File: config.mk
export PLATFORM = sky130hd
export DESIGN_NAME = ex_muldiv_ctrl
export DESIGN_NICKNAME = d
export VERILOG_FILES = /design/src/rtl/ex_muldiv_ctrl.sv
export SDC_FILE = /design/constraint.sdc
export NUM_CORES = 1
export LEC_CHECK = 0
export CAP_MARGIN = 20
export CORE_MARGIN = 10
export CORE_UTILIZATION = 60
export CTS_CLUSTER_SIZE = 20
export DETAILED_ROUTE_END_ITERATION = 8
export PLACE_DENSITY = 0.82
export RECOVER_POWER = 25
export SLEW_MARGIN = 20
export SYNTH_ARGS = -nofsm -noshare
export SYNTH_HDL_FRONTEND = slang
export SYNTH_SLANG_ARGS = --single-unit
File: constraint.sdc
create_clock -name clk -period 16.3 [get_ports clk]
set_clock_uncertainty 0.15 [all_clocks]
set_input_delay 1.63 -clock clk [delete_from_list [all_inputs] [get_ports clk]]
set_output_delay 1.63 -clock clk [all_outputs]
set_load 0.005 [all_outputs]
File: src/rtl/ex_muldiv_ctrl.sv
// ex_muldiv_ctrl: iterative unsigned multiply/divide sequencer beside EX.
// Holds the pipeline with stall until the result is presented with ack.
module ex_muldiv_ctrl #(
    parameter int DATA_W = 32,
    parameter int CNT_W  = 6
) (
    input  logic              clk,
    input  logic              reset,
    input  logic              flush,
    input  logic              req,
    input  logic [1:0]        op,
    input  logic [DATA_W-1:0] in_0,
    input  logic [DATA_W-1:0] in_1,
    output logic              stall,
    output logic              busy,
    output logic              ack,
    output logic [DATA_W-1:0] result,
    output logic              div_zero
);

    localparam logic [1:0] OP_MULU_LO = 2'b00;
    localparam logic [1:0] OP_MULU_HI = 2'b01;
    localparam logic [1:0] OP_DIVU    = 2'b10;
    localparam logic [1:0] OP_REMU    = 2'b11;

    localparam logic [CNT_W-1:0] LAST_CNT = CNT_W'(DATA_W - 1);

    typedef enum logic [1:0] {
        ST_IDLE = 2'd0,
        ST_RUN  = 2'd1,
        ST_DONE = 2'd2
    } state_t;

    state_t state_q;
    state_t state_d;

    logic [1:0]          op_q;
    logic [CNT_W-1:0]    cnt_q;
    logic [2*DATA_W-1:0] prod_q;
    logic [DATA_W-1:0]   mcand_q;
    logic [DATA_W-1:0]   rem_q;
    logic [DATA_W-1:0]   quo_q;
    logic [DATA_W-1:0]   dvsr_q;

    logic start_run;
    logic start_dz;
    logic last_step;

    logic [DATA_W-1:0]   mul_add;
    logic [DATA_W:0]     mul_sum;
    logic [2*DATA_W-1:0] prod_nxt;

    logic [DATA_W:0]     rem_sh;
    logic [DATA_W:0]     div_t;
    logic [DATA_W-1:0]   rem_nxt;
    logic [DATA_W-1:0]   quo_nxt;

    logic [DATA_W-1:0]   res_nxt;
    logic [DATA_W-1:0]   dz_res;

    logic is_lo;
    logic is_hi;
    logic is_div;
    logic is_rem;

    // The pipeline is held until the cycle the result is acked.
    assign stall = req & (state_q != ST_DONE);

    // State register.
    always_ff @(posedge clk or posedge reset) begin
        if (reset) begin
            state_q <= ST_IDLE;
        end else begin
            state_q <= state_d;
        end
    end

    // Next-state decode; flush beats every transition.
    always_comb begin
        state_d   = state_q;
        start_run = 1'b0;
        start_dz  = 1'b0;
        last_step = 1'b0;
        if (flush) begin
            state_d = ST_IDLE;
        end else begin
            unique case (state_q)
                ST_IDLE: begin
                    if (req) begin
                        if (op[1] && (in_1 == '0)) begin
                            state_d  = ST_DONE;
                            start_dz = 1'b1;
                        end else begin
                            state_d   = ST_RUN;
                            start_run = 1'b1;
                        end
                    end
                end
                ST_RUN: begin
                    if (cnt_q == LAST_CNT) begin
                        state_d   = ST_DONE;
                        last_step = 1'b1;
                    end
                end
                ST_DONE: begin
                    state_d = ST_IDLE;
                end
                default: begin
                    state_d = ST_IDLE;
                end
            endcase
        end
    end

    // One shift-add multiply step; the carry out of the add is kept.
    always_comb begin
        mul_add  = prod_q[0] ? mcand_q : '0;
        mul_sum  = {1'b0, prod_q[2*DATA_W-1:DATA_W]}
                 + {1'b0, mul_add};
        prod_nxt = {mul_sum, prod_q[DATA_W-1:1]};
    end

    // One restoring divide step on a W+1 bit partial remainder.
    always_comb begin
        rem_sh  = {rem_q, quo_q[DATA_W-1]};
        div_t   = rem_sh - {1'b0, dvsr_q};
        quo_nxt = {quo_q[DATA_W-2:0], ~div_t[DATA_W]};
        if (div_t[DATA_W]) begin
            rem_nxt = rem_sh[DATA_W-1:0];
        end else begin
            rem_nxt = div_t[DATA_W-1:0];
        end
    end

    // Pick the final result from the values the last step produces.
    always_comb begin
        is_lo   = (op_q == OP_MULU_LO);
        is_hi   = (op_q == OP_MULU_HI);
        is_div  = (op_q == OP_DIVU);
        is_rem  = (op_q == OP_REMU);
        res_nxt = '0;
        unique case (1'b1)
            is_lo:   res_nxt = prod_nxt[DATA_W-1:0];
            is_hi:   res_nxt = prod_nxt[2*DATA_W-1:DATA_W];
            is_div:  res_nxt = quo_nxt;
            is_rem:  res_nxt = rem_nxt;
            default: res_nxt = '0;
        endcase
        dz_res = op[0] ? in_0 : '1;
    end

    // Status flags track the state being entered.
    always_ff @(posedge clk or posedge reset) begin
        if (reset) begin
            busy     <= 1'b0;
            ack      <= 1'b0;
            div_zero <= 1'b0;
        end else begin
            busy     <= (state_d == ST_RUN);
            ack      <= (state_d == ST_DONE);
            div_zero <= start_dz;
        end
    end

    // Operand capture, iteration and result load.
    always_ff @(posedge clk or posedge reset) begin
        if (reset) begin
            op_q    <= '0;
            cnt_q   <= '0;
            prod_q  <= '0;
            mcand_q <= '0;
            rem_q   <= '0;
            quo_q   <= '0;
            dvsr_q  <= '0;
            result  <= '0;
        end else if (flush) begin
            cnt_q <= '0;
        end else if (start_dz) begin
            result <= dz_res;
        end else if (start_run) begin
            op_q    <= op;
            cnt_q   <= '0;
            prod_q  <= {{DATA_W{1'b0}}, in_0};
            mcand_q <= in_1;
            rem_q   <= '0;
            quo_q   <= in_0;
            dvsr_q  <= in_1;
        end else if (state_q == ST_RUN) begin
            cnt_q  <= cnt_q + CNT_W'(1);
            prod_q <= prod_nxt;
            rem_q  <= rem_nxt;
            quo_q  <= quo_nxt;
            if (last_step) begin
                result <= res_nxt;
            end
        end
    end

endmodule

==> impl_results.rst, run 1 <==
.. list-table::
   :header-rows: 1

   * - Metric
     - Value
   * - IR Drop Worst-Case VDD
     - 0.08533 mV
   * - Diodes inserted
     - 0
   * - Post-layout min period
     - 6.312 ns
   * - Worst setup path category
     - in -> async
   * - Number of warnings printed during yosys synthesis
     - 0
   * - Fin crit share
     - 38.72%
   * - Share of async-settable or async-resettable flops after synthesis
     - 100.0%
   * - Max-slew violation count
     - 133
   * - Hold-fix buffer count after cts
     - 0
   * - Htree depth
     - 1
   * - I/O Buffers
     - 105
   * - Final Wtd Congestion
     - 0.9678
   * - Highest achievable clock rate
     - 0.1584 GHz
   * - DRT antenna net count
     - 0
   * - Count of pins on the block boundary
     - 106
   * - Post-Syn Instances
     - 1452
   * - Avg WL per Cell
     - 23.13 um
   * - Minimum setup slack after placement
     - 10.87 ns
   * - Outcome
     - finished with violations
   * - Largest incremental delay on the critical path
     - 3.25 ns
   * - Placed Instance Area
     - 0.01407 mm2
   * - First DRT Iteration DRCs
     - 1517
   * - Clock network power share
     - 22.2%
   * - Cell accounting for the most synthesized area
     - dfrtp_1
   * - Worst Hold Slack
     - 0.3461 ns
   * - Die width
     - 166.7 um
   * - Unrepaired setup endpoints after global routing
     - no
   * - Required time of the critical path
     - 16.67 ns
   * - TritonCTS clock tree
     - built
   * - WP data arrival
     - 6.68 ns
   * - Number of buffers created by CTS
     - 24
   * - Sum of routed wire length over all layers
     - 41.66 mm
   * - GRT overflow
     - 0
   * - Violations in the final reports
     - max-capacitance violations, max-slew violations
   * - Clk Tree Root Cell
     - clkbuf_16
   * - Global-route wire length before repair
     - 65.24 mm
   * - Net Sw Power
     - 1.092 mW
   * - GRT Total Usage
     - 28.58%
   * - Setup TNS after final layout
     - 0 ns
   * - Maximum Capacitance Violations
     - 1
   * - Antenna violations before repair
     - 0
   * - Syn Nets
     - 1589
   * - Switching Share
     - 43.85%
   * - Layout net count
     - 1646
   * - DRC Markers
     - 0
   * - P per Cell Area
     - 167.5 mW/mm2
   * - Yosys cell types
     - 80
   * - Class of the tightest hold or removal check
     - reg -> reg
   * - Combinational group share of total power
     - 47.9%
   * - WP buf/inv
     - 3
   * - Most common library cell in the layout ignoring fill and taps
     - dfrtp_1
   * - Share of the synthesized area in the top cell type
     - 39.72%
   * - Seq pwr share
     - 29.9%
   * - Postcts setup bufs
     - 0
   * - Post-synthesis sequential area ratio
     - 39.72%
   * - Largest cells by area after synthesis
     - dfrtp_1, ha_1, o21ai_0
   * - Element type at the critical path start
     - input port
   * - Number of cells upsized or downsized after cts
     - 0
   * - Proportion of layout cells with a drive suffix above 1
     - 5.570%
   * - Starting utilization of the core area
     - 61.24%
   * - Fill count
     - 1694
   * - Total number of vias
     - 12216
   * - Die Y
     - 166.7 um
   * - Synthesized area
     - 0.01291 mm2
   * - Number of enable-type register cells in the synthesized netlist
     - 0
   * - Number of rows in the core area
     - 53
   * - Area grow syn2layout
     - 15.15%
   * - Internal portion of total power
     - 1.399 mW
   * - Total power after layout
     - 2.491 mW
   * - Most frequent cells in the layout
     - dfrtp_1, o21ai_0, nand2_1, clkdlybuf4s50_1, a21oi_1
   * - Via count of the first global-routing pass
     - 11774
   * - Fin. Hold Viols
     - 0
   * - Clock transition at path regs
     - 0.05 ns
   * - Worst relative slew slack
     - -298.6%
   * - Avg Synthesized Cell Area
     - 8.895 um2
   * - Cell area after layout
     - 0.01487 mm2
   * - Leakage Power
     - 6.453 nW
   * - Number of endpoints failing setup at the final stage
     - 0
   * - Count of TritonRoute iterations in the first routing pass
     - 5
   * - Maximum number of pins on one net before global-route repair
     - 133
   * - Total die area
     - 0.02779 mm2
   * - Worst-margin pin slew
     - 5.946 ns
   * - Endpoint type of the worst setup path
     - async pin
   * - Setup slack of the critical path after layout
     - 9.988 ns
   * - Vias per Instance
     - 6.783
   * - Slowest stage cell, crit path
     - clkinvlp_2
   * - Most instantiated flip-flop cell in the synthesis netlist
     - dfrtp_1
   * - Source-to-sink clock delay at the later pin of the worst-skew pair
     - 0.54 ns
   * - Core outline area
     - 0.02109 mm2
   * - Critical-path cell list
     - dlygate4sd3_1 -> clkinvlp_2 -> buf_4
   * - Clock Path Buffers
     - 3
   * - Clock net sink count
     - 205
   * - Largest fanout on the critical path
     - 132
   * - Half-perimeter wire length of the detailed placement result
     - 29.76 mm
   * - CP top delay family
     - buffers and inverters
   * - Number of synthesized register bits
     - 205
## power by group through the flow
stage | registers (mW) | clock network [mW] | logic (mW)
global placement | 0.740 | 0 | 1.13
detailed placement | 0.742 | 0 | 1.15
finish | 0.745 | 0.554 | 1.19
floorplan | 0.697 | 0 | 0.860
CTS | 0.738 | 0.555 | 1.16
global route | 0.755 | 0.575 | 1.30
## sequential cells by signal, summed over array words and instances (netlist names), 2 cells and up
name	cells
prod_q	64
quo_q	32
rem_q	32
dvsr_q	32
op_q	2
cnt_q	6
state_q	2
result	32
## final timing paths
path / start / slack (ns) / cells after the start / to
worst min register to register: prod_q[53] / 0.35 / 2 / prod_q[53]
min in group asynchronous: reset / 3.22 / 2 / cnt_q[5]
worst max register to register: quo_q[31] / 11.84 / 13 / result[7]
worst min-delay path: prod_q[53] / 0.35 / 2 / prod_q[53]
worst max-delay path: reset / 9.99 / 3 / dvsr_q[30]
max in group clk: flush / 11.24 / 9 / result[19]
## synthesized netlist by cell type (all sizes together) (6+ instances only)
master	n
dfrtp	205
o21ai	165
nand2	132
a21oi	104
nor2	92
and2	72
clkbuf	68
a221o	65
ha	65
nand3	57
inv	56
xnor2	32
xor2	31
nor3	25
o22ai	25
a211oi	20
a21o	17
buf	17
nor4	16
mux2i	15
nand4	13
o31ai	11
a31oi	10
o21a	10
nand2b	9
nor2b	9
o211ai	9
o21bai	9
a311oi	7
a2111oi	6
and3	6
## tightest hold or removal path, stage by stage, from the launching register on
cell and delay [ns]:
dfrtp_1 0.35, nand2_1 0.05, o21ai_0 0.06
## kinds of logic (layout without fill, tap and decap cells)
logic type                 after synthesis  after routing  synth area share (%)
muxes                                   21             21                 1.773
xor gates and xnor gates                63             63                 4.418
adders and majority gates               67             67                 6.607
DFF                                    205            205                 39.72
buffers and inverters                  142            216                 4.408
and+or+nand+nor                        451            451                 17.08
AOI/OAI and AO/OA                      503            503                 25.99
## metrics by stage
| step | instances | utilization, % |
|---|---|---|
| 6_report | 1801 | 70.52 |
| 4_1_cts | 1801 | 70.55 |
| 2_1_floorplan | 1452 | - |
| 3_3_place_gp | 1758 | 66.73 |
| 3_5_place_dp | 1758 | 66.73 |
| 5_1_grt | 1801 | 70.52 |
## final cells by class
cell class                 count  area (um2)  area share [%]
inverter                      57       215.2           1.447
clock inverter                13       153.9           1.035
tap                          275       344.1           2.314
timing repair buffer         116        1134           7.622
multi-input combinational   1105        7242           48.70
sequential                   205        5130           34.49
clock buffer                  30       653.1           4.392
## per-layer routing
layer / GRT usage [%] / vias up / part of all wire [%]
met5: 0 / - / 0
met4: 8.477 / 0 / 2.7
met3: 6.143 / 84 / 12
met2: 43.94 / 813 / 44
met1: 39.65 / 5853 / 41
li1: - / 5466 / -
(Power assumes the default switching activity.)
==> run 2, diff against run 1 <==
- CORE_UTILIZATION: 60 -> 54
- PLACE_DENSITY: 0.82 -> 0.78
- clock period: 16.3 -> 5.55 ns (I/O delays scaled with it)
==> impl_results.rst, run 2 (synthesis results as in run 1) <==
.. list-table::
   :header-rows: 1

   * - Metric
     - Value
   * - Outcome
     - finished with violations
   * - Violations in the final reports
     - max-capacitance violations, max-slew violations
   * - Starting utilization of the core area
     - 55.02% (-6.2 points)
   * - Total die area
     - 0.03050 mm2 (+9.7%)
   * - Cell area after layout
     - 0.01501 mm2 (+0.92%)
   * - Seq pwr share
     - 29.6% (-0.3 points)
   * - Fin crit share
     - 83.46%
   * - Number of rows in the core area
     - 56 (+5.7%)
   * - Slowest stage cell, crit path
     - xor2_4
   * - Worst relative slew slack
     - -147.2% (+150 points)
   * - Highest achievable clock rate
     - 0.2159 GHz
   * - Core outline area
     - 0.02347 mm2 (+11%)
   * - Net Sw Power
     - 3.226 mW (+200%)
   * - WP buf/inv
     - 2 (-1)
   * - Stages on the worst setup path
     - 14 (+11)
   * - Post-layout min period
     - 4.632 ns
   * - Placed Instance Area
     - 0.01419 mm2 (+0.86%)
   * - Total power after layout
     - 7.399 mW (+200%)
   * - Antenna violations before repair
     - 0 (unchanged)
   * - CP top delay family
     - compound AO/OA/AOI/OAI gates
   * - GRT Total Usage
     - 26.37% (-2.2 points)
   * - Unrepaired setup endpoints after global routing
     - no
   * - Most common library cell in the layout ignoring fill and taps
     - dfrtp_1
   * - Switching Share
     - 43.60% (-0.25 points)
   * - Internal portion of total power
     - 4.173 mW (+200%)
   * - Sum of routed wire length over all layers
     - 41.37 mm (-0.69%)
   * - Die width
     - 174.7 um (+4.8%)
   * - Number of cells traversed by the worst hold path
     - 2 (unchanged)
   * - Count of TritonRoute iterations in the first routing pass
     - 6 (+1)
   * - Count of pins on the block boundary
     - 106 (unchanged)
   * - Vias per Instance
     - 6.448 (-4.9%)
   * - Inst Count DP
     - 1808 (+2.8%)
   * - Avg WL per Cell
     - 22.37 um (-3.3%)
   * - Maximum number of pins on one net before global-route repair
     - 149 (+12%)
   * - Register containing the most flip-flops in the final layout
     - prod_q
   * - Source-to-sink clock delay at the later pin of the worst-skew pair
     - 0.52 ns (-0.02 ns)
   * - Area grow syn2layout
     - 16.21%
   * - P per Cell Area
     - 493.0 mW/mm2 (+190%)
   * - Hold-fix buffer count after cts
     - 0 (unchanged)
   * - Die Y
     - 174.7 um (+4.8%)
   * - IR Drop Worst-Case VDD
     - 0.2238 mV (+160%)
   * - Flip-flop count of the largest register after layout
     - 64 (unchanged)
   * - Clock net sink count
     - 205 (unchanged)
   * - Layout net count
     - 1651 (+0.30%)
   * - Diodes inserted
     - 0 (unchanged)
   * - Half-perimeter wire length of the detailed placement result
     - 30.11 mm (+1.2%)
   * - First DRT Iteration DRCs
     - 1861 (+23%)
   * - Clock transition at path regs
     - 0.06 ns (about the same)
   * - Clock network power share
     - 22.9% (+0.7 points)
   * - Total number of vias
     - 11922 (-2.4%)
   * - Cell count of the worst reg-to-reg path
     - 14 (+1)
   * - I/O Buffers
     - 105 (unchanged)
   * - Critical-path cell list
     - inv_1 -> ha_1 -> fa_1 -> nand2b_1 -> a21oi_4 -> o2111ai_2 -> and3b_4 -> a21oi_4 -> xor2_4 -> buf_4 -> mux2i_1 -> nor2_1 -> a311oi_1 -> nor2_1
   * - GRT overflow
     - 0 (unchanged)
   * - Leakage Power
     - 6.484 nW (+0.49%)
   * - WP data arrival
     - 4.88 ns (-1.80 ns)
   * - Number of cells upsized or downsized after cts
     - 0 (unchanged)
   * - Final Wtd Congestion
     - 0.9545 (-1.4%)
   * - Via count of the first global-routing pass
     - 11520 (-2.2%)
   * - Postcts setup bufs
     - 0 (unchanged)
   * - Largest fanout on the critical path
     - 19 (-86%)
   * - DRT antenna net count
     - 0 (unchanged)
   * - Fin. Hold Viols
     - 0 (unchanged)
   * - Htree depth
     - 1 (unchanged)
   * - Combinational group share of total power
     - 47.4% (-0.5 points)
   * - Required time of the critical path
     - 5.80 ns (-10.87 ns)
   * - Number of buffers created by CTS
     - 23 (-4.2%)
   * - Worst setup path category
     - reg -> reg
   * - Largest incremental delay on the critical path
     - 0.52 ns (-2.73 ns)
   * - Element type at the critical path start
     - register
   * - DRC Markers
     - 0 (unchanged)
   * - Fin cells
     - 1849 (+2.7%)
   * - Clock Path Buffers
     - 3 (unchanged)
   * - Worst-margin pin slew
     - 3.709 ns (-2.238 ns)
   * - TritonCTS clock tree
     - built
   * - Clk Tree Root Cell
     - clkbuf_16
   * - Max-slew violation count
     - 207 (+56%)
   * - Global-route wire length before repair
     - 65.32 mm (+0.13%)
   * - Most frequent cells in the layout
     - dfrtp_1, o21ai_0, nand2_1, clkdlybuf4s50_1, a21oi_1
   * - Endpoint type of the worst setup path
     - register
   * - Proportion of layout cells with a drive suffix above 1
     - 5.882% (+0.31 points)
   * - Number of endpoints failing setup at the final stage
     - 0 (unchanged)
   * - Setup TNS after final layout
     - 0 ns (unchanged)
   * - Class of the tightest hold or removal check
     - reg -> reg
   * - Maximum Capacitance Violations
     - 2 (+1)
[run 2: layout make-up]
cell class,instances,area [um2]
fill,1939,8464
multi-input combinational,1105,7248
sequential,205,5130
timing repair buffer,122,1185
clock buffer,28,624.3
tap,319,399.1
inverter,57,215.2
clock inverter,13,206.4
[run 2: final timing paths]
| kind | startpoint | end | slack, ns |
|---|---|---|---|
| worst min register to register | prod_q[61] | prod_q[61] | 0.35 |
| worst max-delay path | quo_q[31] | result[20] | 0.92 |
| worst min-delay path | prod_q[61] | prod_q[61] | 0.35 |
| worst max register to register | quo_q[31] | result[20] | 0.92 |
| min in group asynchronous | reset | prod_q[6] | 1.51 |
| max in group asynchronous | reset | dvsr_q[30] | 1.32 |
[run 2: metal layers]
layer,global-route usage (%),vias up,part of all wire [%],wire length (um)
met3,4.742,81,9.4,3899
met4,7.171,0,2.6,1076
met2,40.22,605,44,18010
met1,37.70,5755,44,18380
met5,0,-,0,0
li1,-,5481,-,-
[run 2: power by group through the flow]
stage / combinational [mW] / sequential [mW] / clock, mW
global placement: 3.33 / 2.19 / 0
CTS: 3.42 / 2.17 / 1.70
finish: 3.51 / 2.19 / 1.70
floorplan: 2.52 / 2.05 / 0
global route: 3.81 / 2.23 / 1.77
detailed placement: 3.41 / 2.19 / 0
[run 2: worst register-to-register path: cells and delay by family, from the launching register on]
family	cells	cell delay (ns)
adders and majority gates	2	0.67
buffers and inverters	2	0.47
muxes	1	0.33
AOI/OAI and AO/OA	4	1.16
xor gates and xnor gates	1	0.53
and+or+nand+nor	4	0.71
DFF	1	0.49
[run 2: through the flow]
stage / setup WS, ns / utilization (%) / hold slack, ns
2_1_floorplan: 2.187 / - / 0.3063
6_report: 0.9177 / 63.94 / 0.3461
3_3_place_gp: 1.096 / 60.46 / 0.3235
4_1_cts: 0.9953 / 64.00 / 0.3483
5_1_grt: 0.6312 / 63.94 / 0.3679
3_5_place_dp: 1.074 / 60.46 / 0.3364
==> run 3, diff against run 2 <==
- clock period: 5.55 -> 3.9 ns (I/O delays scaled with it)
==> impl_results.rst, run 3 (synthesis results as in run 1) <==
.. list-table::
   :header-rows: 1

   * - Metric
     - Value
   * - Violations in the final reports
     - max-capacitance violations, max-slew violations
   * - Maximum number of pins on one net before global-route repair
     - 113 (-24%)
   * - Fin. Hold Viols
     - 0 (unchanged)
   * - Core outline area
     - 0.02347 mm2 (unchanged)
   * - Worst setup path category
     - reg -> reg
   * - Final Wtd Congestion
     - 0.9748 (+2.1%)
   * - Worst-margin pin slew
     - 2.783 ns (-0.9257 ns)
   * - Htree depth
     - 1 (unchanged)
   * - DRT antenna net count
     - 0 (unchanged)
   * - Highest achievable clock rate
     - 0.2632 GHz (+22%)
   * - Proportion of layout cells with a drive suffix above 1
     - 7.345% (+1.5 points)
   * - Combined area of the multi-input logic cells
     - 0.007276 mm2 (+0.38%)
   * - Die Y
     - 174.7 um (unchanged)
   * - Clk Tree Root Cell
     - clkbuf_16
   * - Vias per Instance
     - 6.525 (+1.2%)
   * - Layout net count
     - 1671 (+1.2%)
   * - Half-perimeter wire length of the detailed placement result
     - 31.90 mm (+6.0%)
   * - Hold-fix buffer count after cts
     - 0 (unchanged)
   * - Minimum setup slack after placement
     - 0.2409 ns (-0.8335 ns)
   * - CP top delay family
     - compound AO/OA/AOI/OAI gates
   * - Fin crit share
     - 97.41% (+14 points)
   * - Via count of the first global-routing pass
     - 11611 (+0.79%)
   * - Setup slack of the critical path after layout
     - 0.1010 ns (-0.8167 ns)
   * - WP data arrival
     - 4.06 ns (-0.82 ns)
   * - Clock Path Buffers
     - 3 (unchanged)
   * - Unrepaired setup endpoints after global routing
     - yes
   * - Clock net sink count
     - 205 (unchanged)
   * - WP buf/inv
     - 2 (unchanged)
   * - Startpoint of the tightest hold check path
     - in_1[19]
   * - Antenna violations before repair
     - 0 (unchanged)
   * - Max-slew violation count
     - 207 (unchanged)
   * - Number of rows in the core area
     - 56 (unchanged)
   * - Clock transition at path regs
     - 0.06 ns (about the same)
   * - FF-to-FF Start
     - quo_q[31]
   * - I/O Buffers
     - 105 (unchanged)
   * - Flip-flop count of the largest register after layout
     - 64 (unchanged)
   * - Critical-path cell list
     - inv_1 -> ha_1 -> fa_1 -> nand2b_1 -> a21oi_4 -> o2111ai_2 -> and3b_4 -> a21oi_4 -> xor2_4 -> buf_4 -> mux2i_1 -> nor2_1 -> a311oi_1 -> nor2_1
   * - Post-layout min period
     - 3.799 ns (-0.8333 ns)
   * - Register containing the most flip-flops in the final layout
     - prod_q
   * - Most frequent cells in the layout
     - dfrtp_1, o21ai_0, nand2_1, clkdlybuf4s50_1, a21oi_1
   * - Fill count
     - 1945 (+0.31%)
   * - Count of TritonRoute iterations in the first routing pass
     - 5 (-1)
   * - Source-to-sink clock delay at the later pin of the worst-skew pair
     - 0.53 ns (about the same)
   * - Worst Hold Slack
     - 0.2996 ns (-0.04647 ns)
   * - Largest incremental delay on the critical path
     - 0.41 ns (-0.11 ns)
   * - Count of pins on the block boundary
     - 106 (unchanged)
   * - DRC Markers
     - 0 (unchanged)
   * - GRT Total Usage
     - 27.12% (+0.75 points)
   * - Most common library cell in the layout ignoring fill and taps
     - dfrtp_1
   * - Leakage Power
     - 6.616 nW (+2.0%)
   * - Sequential cell area
     - 0.005131 mm2 (about the same)
   * - Avg WL per Cell
     - 22.88 um (+2.3%)
   * - IR Drop Worst-Case VDD
     - 0.3639 mV (+63%)
   * - Global-route wire length before repair
     - 66.79 mm (+2.2%)
   * - Maximum Capacitance Violations
     - 2 (unchanged)
   * - TritonCTS clock tree
     - built
   * - Inst Count DP
     - 1827 (+1.1%)
   * - Sum of routed wire length over all layers
     - 42.81 mm (+3.5%)
   * - Element type at the critical path start
     - register
   * - Number of endpoints failing setup at the final stage
     - 0 (unchanged)
   * - Total power after layout
     - 10.76 mW (+45%)
   * - Worst relative slew slack
     - -85.52% (+62 points)
   * - Number of cells upsized or downsized after cts
     - 0 (unchanged)
   * - Timing startpoint of the critical path
     - quo_q[31]
   * - Die width
     - 174.7 um (unchanged)
   * - First DRT Iteration DRCs
     - 1626 (-13%)
   * - Endpoint type of the worst setup path
     - register
   * - Slowest stage cell, crit path
     - a311oi_1
   * - Number of buffers created by CTS
     - 24 (+4.3%)
   * - Total die area
     - 0.03050 mm2 (unchanged)
   * - Required time of the critical path
     - 4.16 ns (-1.64 ns)
   * - GRT overflow
     - 0 (unchanged)
   * - Fin cells
     - 1871 (+1.2%)
   * - Starting utilization of the core area
     - 55.02% (unchanged)
   * - Area grow syn2layout
     - 17.97%
   * - Postcts setup bufs
     - 0 (unchanged)
   * - Largest fanout on the critical path
     - 6 (-13)
   * - Class of the tightest hold or removal check
     - in -> reg
   * - P per Cell Area
     - 706.4 mW/mm2 (+43%)
   * - Diodes inserted
     - 0 (unchanged)
   * - Outcome
     - finished with violations
   * - Total number of vias
     - 12208 (+2.4%)
run 3: changes by cell type in the layout (fill, tap and decap cells not counted), sizes merged:
cell      previous run  this run
clkbuf              30        37
bufinv               5         4
clkinvlp             3         2
buf                 15        34
clkinv               7         5
run 3: area by class of cell:
cell class	instances	area share, %
clock inverter	9	1.043
inverter	57	1.412
multi-input combinational	1105	47.75
timing repair buffer	141	8.886
sequential	205	33.68
tap	319	2.620
clock buffer	35	4.607
run 3: path summary, 6_finish.rpt:
path | cells past startpoint | endpoint | slack, ns
max | 14 | result[20] | 0.10
min | 3 | dvsr_q[19] | 0.30
max reg2reg | 14 | result[20] | 0.10
min reg2reg | 2 | prod_q[62] | 0.34
max in group asynchronous | 3 | ack | 0.74
min in group asynchronous | 3 | cnt_q[2] | 1.02
run 3: per-stage QoR:
step	TNS, ns	util, %	area [um2]
3_5_place_dp	0	61.23	14370
3_3_place_gp	0	61.23	14370
4_1_cts	0	64.90	15230
2_1_floorplan	0	-	12920
6_report	0	64.91	15240
5_1_grt	-0.06455	64.91	15240
run 3: worst register-to-register path, delay by kind of cell, from the launching register on:
family	cells	cell delay, ns
DFF	1	0.34
adders and majority gates	2	0.61
and+or+nand+nor	4	0.65
AOI/OAI and AO/OA	4	1.14
xor gates and xnor gates	1	0.25
muxes	1	0.26
buffers and inverters	2	0.26
run 3: report_power, final:
group          switching, mW  internal [mW]
logic                   3.21           1.93
clock network          0.950           1.51
registers              0.541           2.62
run 3: routing by layer:
| metal | part of all wire, % | global-route usage (%) |
|---|---|---|
| met5 | 0 | 0 |
| met4 | 2.5 | 6.605 |
| met3 | 11 | 6.359 |
| met2 | 43 | 40.04 |
| met1 | 44 | 39.29 |
